### src/rtl/mem_arbiter.sv
// -----------------------------------------------------------------------------
// mem_arbiter
//
// Purpose: shares one word-wide memory port between the IF stage (fetch) and
// the MEM stage (load/store). Data accesses win over fetches in IDLE. Once a
// transaction starts, it runs to Mem_Ack and is never preempted. Every
// transaction is followed by exactly one IDLE cycle.
//
// Handshake: a requester holds its read/write level high until it sees its
// Ready level and pulses Advance, or until it drops the request (flush).
// Toward memory, Mem_Req stays high with stable Addr/WE/WriteData until the
// cycle in which Mem_Ack is sampled high. Mem_ReadData is valid in that cycle.
//
// Ports:
//   clock, reset          clock; synchronous active-low reset
//   InstMem_*, IF_Advance fetch request / result / consume
//   MEM_*, DataMem_*      load-store request / result / consume
//   MEM_Stall_Controller  data request pending and not yet complete
//   Mem_*                 memory-side transaction port
//   Mem_Timeout           one-cycle abort pulse (optional feature)
//   state_dbg             current FSM state (IDLE=0, DATA=1, INST=2)
//
// Optional feature: define MEMARB_TIMEOUT_EN to abort a transaction after
// TIMEOUT busy cycles without Mem_Ack. When the macro is undefined, Mem_Timeout
// is tied low and the block waits indefinitely.
// -----------------------------------------------------------------------------
module mem_arbiter #(
   parameter int TIMEOUT = 255
) (
   input  logic        clock,
   input  logic        reset,
   input  logic        InstMem_Read,
   input  logic [29:0] InstMem_Address,
   input  logic        IF_Advance,
   output logic        InstMem_Ready,
   output logic [31:0] InstMem_Data,
   input  logic        MEM_MemRead,
   input  logic        MEM_MemWrite,
   input  logic [29:0] MEM_Address,
   input  logic [31:0] MEM_WriteData,
   input  logic [3:0]  MEM_ByteEn,
   input  logic        MEM_Advance,
   output logic        DataMem_Ready,
   output logic [31:0] DataMem_ReadData,
   output logic        MEM_Stall_Controller,
   output logic        Mem_Req,
   output logic [29:0] Mem_Addr,
   output logic [3:0]  Mem_WE,
   output logic [31:0] Mem_WriteData,
   input  logic        Mem_Ack,
   input  logic [31:0] Mem_ReadData,
   output logic        Mem_Timeout,
   output logic [1:0]  state_dbg
);

   typedef enum logic [1:0] {
      IDLE = 2'd0,
      DATA = 2'd1,
      INST = 2'd2
   } state_t;

   state_t      state, state_nxt;
   logic        d_served, d_served_nxt;
   logic        i_served, i_served_nxt;
   logic [31:0] d_data, d_data_nxt;
   logic [31:0] i_data, i_data_nxt;
   logic [29:0] lat_addr, lat_addr_nxt;
   logic [3:0]  lat_we, lat_we_nxt;
   logic [31:0] lat_wdata, lat_wdata_nxt;
   logic        lat_write, lat_write_nxt;

   logic        d_req, i_req;
   logic        d_pend, i_pend;
   logic        abort;

   assign d_req  = MEM_MemRead | MEM_MemWrite;
   assign i_req  = InstMem_Read;
   assign d_pend = d_req & ~d_served;
   assign i_pend = i_req & ~i_served;

`ifdef MEMARB_TIMEOUT_EN
   // The counter is at least 8 bits wide and grows if TIMEOUT needs more bits.
   localparam int CW = ($clog2(TIMEOUT + 1) > 8) ? $clog2(TIMEOUT + 1) : 8;
   logic [CW-1:0] to_cnt;

   // The counter is held at zero in IDLE, so it starts from zero in the first
   // busy cycle.
   always_ff @(posedge clock) begin
      if (!reset) begin
         to_cnt <= '0;
      end else if (state == IDLE) begin
         to_cnt <= '0;
      end else if (!Mem_Ack) begin
         to_cnt <= to_cnt + CW'(1);
      end
   end

   // If the ack arrives in the limit cycle, the ack wins over the abort.
   assign abort       = (state != IDLE) & ~Mem_Ack & (to_cnt == CW'(TIMEOUT));
   assign Mem_Timeout = abort;
`else
   assign abort       = 1'b0;
   assign Mem_Timeout = 1'b0;
`endif

   // State and datapath registers
   always_ff @(posedge clock) begin
      if (!reset) begin
         state     <= IDLE;
         d_served  <= 1'b0;
         i_served  <= 1'b0;
         d_data    <= '0;
         i_data    <= '0;
         lat_addr  <= '0;
         lat_we    <= '0;
         lat_wdata <= '0;
         lat_write <= 1'b0;
      end else begin
         state     <= state_nxt;
         d_served  <= d_served_nxt;
         i_served  <= i_served_nxt;
         d_data    <= d_data_nxt;
         i_data    <= i_data_nxt;
         lat_addr  <= lat_addr_nxt;
         lat_we    <= lat_we_nxt;
         lat_wdata <= lat_wdata_nxt;
         lat_write <= lat_write_nxt;
      end
   end

   // Next-state logic and served-flag logic
   always_comb begin
      state_nxt     = state;
      d_data_nxt    = d_data;
      i_data_nxt    = i_data;
      lat_addr_nxt  = lat_addr;
      lat_we_nxt    = lat_we;
      lat_wdata_nxt = lat_wdata;
      lat_write_nxt = lat_write;

      // A result is held until it is consumed or until its request goes away.
      d_served_nxt  = d_served & d_req & ~MEM_Advance;
      i_served_nxt  = i_served & i_req & ~IF_Advance;

      case (state)
         IDLE: begin
            if (d_pend) begin
               state_nxt     = DATA;
               lat_addr_nxt  = MEM_Address;
               lat_wdata_nxt = MEM_WriteData;
               lat_write_nxt = MEM_MemWrite;
               lat_we_nxt    = MEM_MemWrite ? MEM_ByteEn : 4'b0000;
            end else if (i_pend) begin
               state_nxt     = INST;
               lat_addr_nxt  = InstMem_Address;
               lat_wdata_nxt = '0;
               lat_write_nxt = 1'b0;
               lat_we_nxt    = 4'b0000;
            end
         end

         DATA: begin
            // If the request was dropped (flush), the result is discarded.
            // A store completes the access but leaves the load data untouched.
            // An ack in the same cycle as MEM_Advance sets the flag (ack wins).
            if (Mem_Ack) begin
               state_nxt = IDLE;
               if (d_req) begin
                  d_served_nxt = 1'b1;
                  if (!lat_write) d_data_nxt = Mem_ReadData;
               end
            end else if (abort) begin
               state_nxt = IDLE;
               if (d_req) begin
                  d_served_nxt = 1'b1;
                  d_data_nxt   = '0;
               end
            end
         end

         INST: begin
            if (Mem_Ack) begin
               state_nxt = IDLE;
               if (i_req) begin
                  i_served_nxt = 1'b1;
                  i_data_nxt   = Mem_ReadData;
               end
            end else if (abort) begin
               state_nxt = IDLE;
               if (i_req) begin
                  i_served_nxt = 1'b1;
                  i_data_nxt   = '0;
               end
            end
         end

         default: state_nxt = IDLE;
      endcase
   end

   assign InstMem_Ready        = i_served;
   assign InstMem_Data         = i_data;
   assign DataMem_Ready        = d_served;
   assign DataMem_ReadData     = d_data;
   // The stall is gated by reset, so every output reads 0 while reset is held.
   assign MEM_Stall_Controller = d_pend & reset;
   assign Mem_Req              = (state != IDLE);
   assign Mem_Addr             = lat_addr;
   assign Mem_WE               = lat_we;
   assign Mem_WriteData        = lat_wdata;
   assign state_dbg            = state;

endmodule

### config.mk
export PLATFORM = sky130hd
export DESIGN_NAME = mem_arbiter
export DESIGN_NICKNAME = d
export VERILOG_FILES = /design/src/rtl/mem_arbiter.sv
export SDC_FILE = /design/constraint.sdc
export NUM_CORES = 1
export LEC_CHECK = 0
export CAP_MARGIN = 25
export CORE_ASPECT_RATIO = 2
export CORE_MARGIN = 2
export CORE_UTILIZATION = 39
export CTS_CLUSTER_SIZE = 24
export DETAILED_ROUTE_END_ITERATION = 16
export GPL_ROUTABILITY_DRIVEN = 0
export PLACE_DENSITY_LB_ADDON = 0.15
export SLEW_MARGIN = 15
export SYNTH_ARGS = -nofsm -noshare
export SYNTH_HDL_FRONTEND = slang
export SYNTH_SLANG_ARGS = --single-unit
### constraint.sdc
create_clock -name clock -period 2 [get_ports clock]
set_input_delay 0.4 -clock clock [delete_from_list [all_inputs] [get_ports clock]]
set_output_delay 0.4 -clock clock [all_outputs]
set_load 0.01 [all_outputs]
==> results by group <==
Layout
  – Final core occ: 0.6738
  – Commonest non-fill, non-tap cell in the layout: clkdlybuf4s50_1
  – Area growth, synth to finish: 70.12%
  – Most frequent cells in the layout: clkdlybuf4s50_1, dfxtp_1, nand2_1
  – Nets: 973
  – Share of layout cells above drive strength 1: 0.06619
  – Design area: 0.008655 sq mm
  – Ant diodes: 0
  – Finished Layout Cells: 998

Worst setup path
  – Crit-path max FO: 2
  – Slowest-stage cell, CP: clkdlybuf4s50_1
  – Startpoint types: input port
  – Top cell family by delay on the critical path: buffers and inverters
  – Crit. End Element: output port
  – Crit path buf inv count: 2
  – CP Cell Sequence: clkdlybuf4s50_1, o21ba_2, and2_1, dlygate4sd2_1
  – Critical path required time: 1.60 ns
  – Biggest cell delay along the critical path: 0.44 ns
  – Setup Crit Path Kind: in2out
  – WP depth: 4
  – Cells on worst reg2reg path: 6
  – Data arrival, critical path: 1.55 ns

Yosys
  – Synth Area per Inst: roughly 8.9 sq um
  – Synth Warn #: 0
  – Synth Instances: 572
  – Synth unique cells: 33
  – Synth Cell Area: 0.005087 sq mm
  – Synth Register Bits: 135
  – Sequential fraction of the synthesis area: 0.5312
  – Syn nets: 711

Floorplan
  – Die H: 165.5 um
  – Die area: 0.01403 sq mm
  – Core area: 0.01284 sq mm
  – Rows: slightly below 60
  – Die Wd: 84.76 um
  – Initial Utilization: 0.3961
  – I/O Pins: 273

Hold path
  – Hold Crit Class: reg2reg
  – Hold Crit Depth: 2

Clocking
  – CTS Hold Bufs: 0
  – Root Buffer: clkbuf_16
  – Worst-path clk slew: 0.05 ns
  – Clk Latency, worst-skew pair: between 0.4 and 0.5 ns
  – CTS Buffer Depth: 2
  – Clk sinks: 135
  – CTS tree: done
  – Htree depth: 4
  – CTS buffer count: 17

STA
  – Tmin final: just under 2 ns
  – Worst hold slack: 0.4521 ns
  – Final setup TNS: 0 ns
  – Setup Viol. Count Final: 0
  – Worst-margin pin slew: roughly 0.69 ns
  – Final hold viol count: 0
  – Slew margin rel.: 0.5363
  – Period utilisation layout: 0.9727
  – Max Slew Vio Count: 0
  – RSZ-0062 raised after global routing: no
  – Maximum clock frequency: 514.0 MHz
  – Setup slack after layout: between 0.05 and 0.06 ns
  – Setup clock skew after layout: 0.008692 ns

Power and ir drop
  – Leak Pwr: 3.150 nW
  – Power Dens Cells: 942.0 mW/mm^2
  – Worst vdd ir: about 0.72 mV
  – Total power: 8.153 mW

Outcome
  – Status: complete, no violations

Route
  – Via count: 5042
  – TritonRoute pass-1 iters: 5
  – Routed Wire Length: 16110 um
  – Wirelength per Cell: 16.14 um
  – Initial DRC Count: 210
  – Vias per inst: approximately 5.1
  – Antenna viol nets, final: 0
  – Drt drc: 0

Global route
  – Gr usage total: 0.2210
  – Number of antenna violations at the first check in global routing: 0
  – Largest net degree at the start of global routing: 116
  – Vias in the first global route: 4830
  – GRT overflow: 0
  – First-pass GRT wire length: 24760 um

Placement
  – I/O Buffers: 271
  – Post-DP HPWL: 10990 um
  – Placed cell count: 967
  – Setup Slack @ Placement: -0.1813 ns
  – Placement Cell Area: 0.008041 sq mm

Run
  – Total of max-cap violations: 0
==> Yosys cell counts <==
master      n  area [sq um]
dfxtp_1   135          2703
nand2_1   133         499.2
nor2_1     62         232.7
a21boi_0   59         442.9
nor2b_1    33         206.5
a22oi_1    32         240.2
clkbuf_1   32         120.1
o221ai_1   29         254.0
buf_2      11         55.05
a21boi_1    5         37.54
a21oi_1     4         20.02
a32o_1      4         40.04
o21ai_0     4         20.02
and2_1      3         18.77
ha_1        3         37.54
nor3_1      3         15.01
buf_6       2         22.52
inv_1       2         7.510
nand2b_1    2         12.51
a21o_1      1         7.510
a31o_2      1         8.760
and3_1      1         6.260
buf_4       1         7.510
conb_1      1         3.750
inv_2       1         3.750
nand3_1     1         5.000
nand3b_1    1         7.510
o2111a_1    1         11.26
o21ba_2     1         10.01
o21bai_1    1         7.510
o22ai_1     1         6.260
or3_1       1         6.260
or3_4       1         11.26
==> flip-flops by register name (all words and copies together), names as in the netlist <==
signal,count
lat_write,1
state_dbg,2
Mem_WriteData,32
DataMem_Ready,1
DataMem_ReadData,32
InstMem_Ready,1
InstMem_Data,32
Mem_Addr,30
Mem_WE,4
==> tightest hold or removal path: stages (launching register included) <==
cell	delay, ns
dfxtp_1	0.31
nand2_1	0.05
a21boi_1	0.05
==> layout make-up <==
cell class,instances,area [sq um]
clock buffer,20,446.7
clock inverter,11,172.7
fill,1054,4190
inverter,3,11.26
multi-input combinational,388,2180
sequential,135,2703
tap,152,190.2
timing repair buffer,289,2952
==> per-layer routing <==
metal	routed length [um]	track usage	share of wire
met1	6565	0.2635	0.41
met4	297	0.07792	0.018
met5	0	0	0
met2	7714	0.3550	0.48
met3	1531	0.09493	0.095
==> where the power goes <==
part	internal (mW)	total (mW)	switching, mW
registers	2.94	3.06	0.125
logic	0.991	1.80	0.805
clock network	2.12	3.30	1.17
total	6.05	8.15	2.11
==> final timing paths <==
path,to,slack [ns],from
setup / recovery,MEM_Stall_Controller,0.05,MEM_MemRead
hold / removal,DataMem_ReadData[29],0.45,DataMem_ReadData[29]
setup reg to reg,Mem_Addr[18],0.21,state_dbg[1]
hold reg to reg,DataMem_ReadData[29],0.45,DataMem_ReadData[29]
==> kinds of logic (layout without fill, tap and decap cells) <==
family / after synthesis / in the layout / synth area share
AND/OR/NAND/NOR: 241 / 241 / 0.2007
other: 1 / 1 / 0.0007371
adder cells (fa/ha/maj): 3 / 3 / 0.007379
flip-flops: 135 / 135 / 0.5312
AO/OA/AOI/OAI: 143 / 143 / 0.2174
buffers and inverters: 49 / 323 / 0.04255
==> timing repair <==
| action | in CTS | in global routing |
|---|---|---|
| cloned | 0 | 0 |
| setup endpoints to repair | 2 | 1 |
| gates resized for setup | 3 | 1 |
| buffers inserted | 0 | 0 |
| pin swaps | 0 | 0 |
Note: power is estimated with default switching activity, not from simulation.
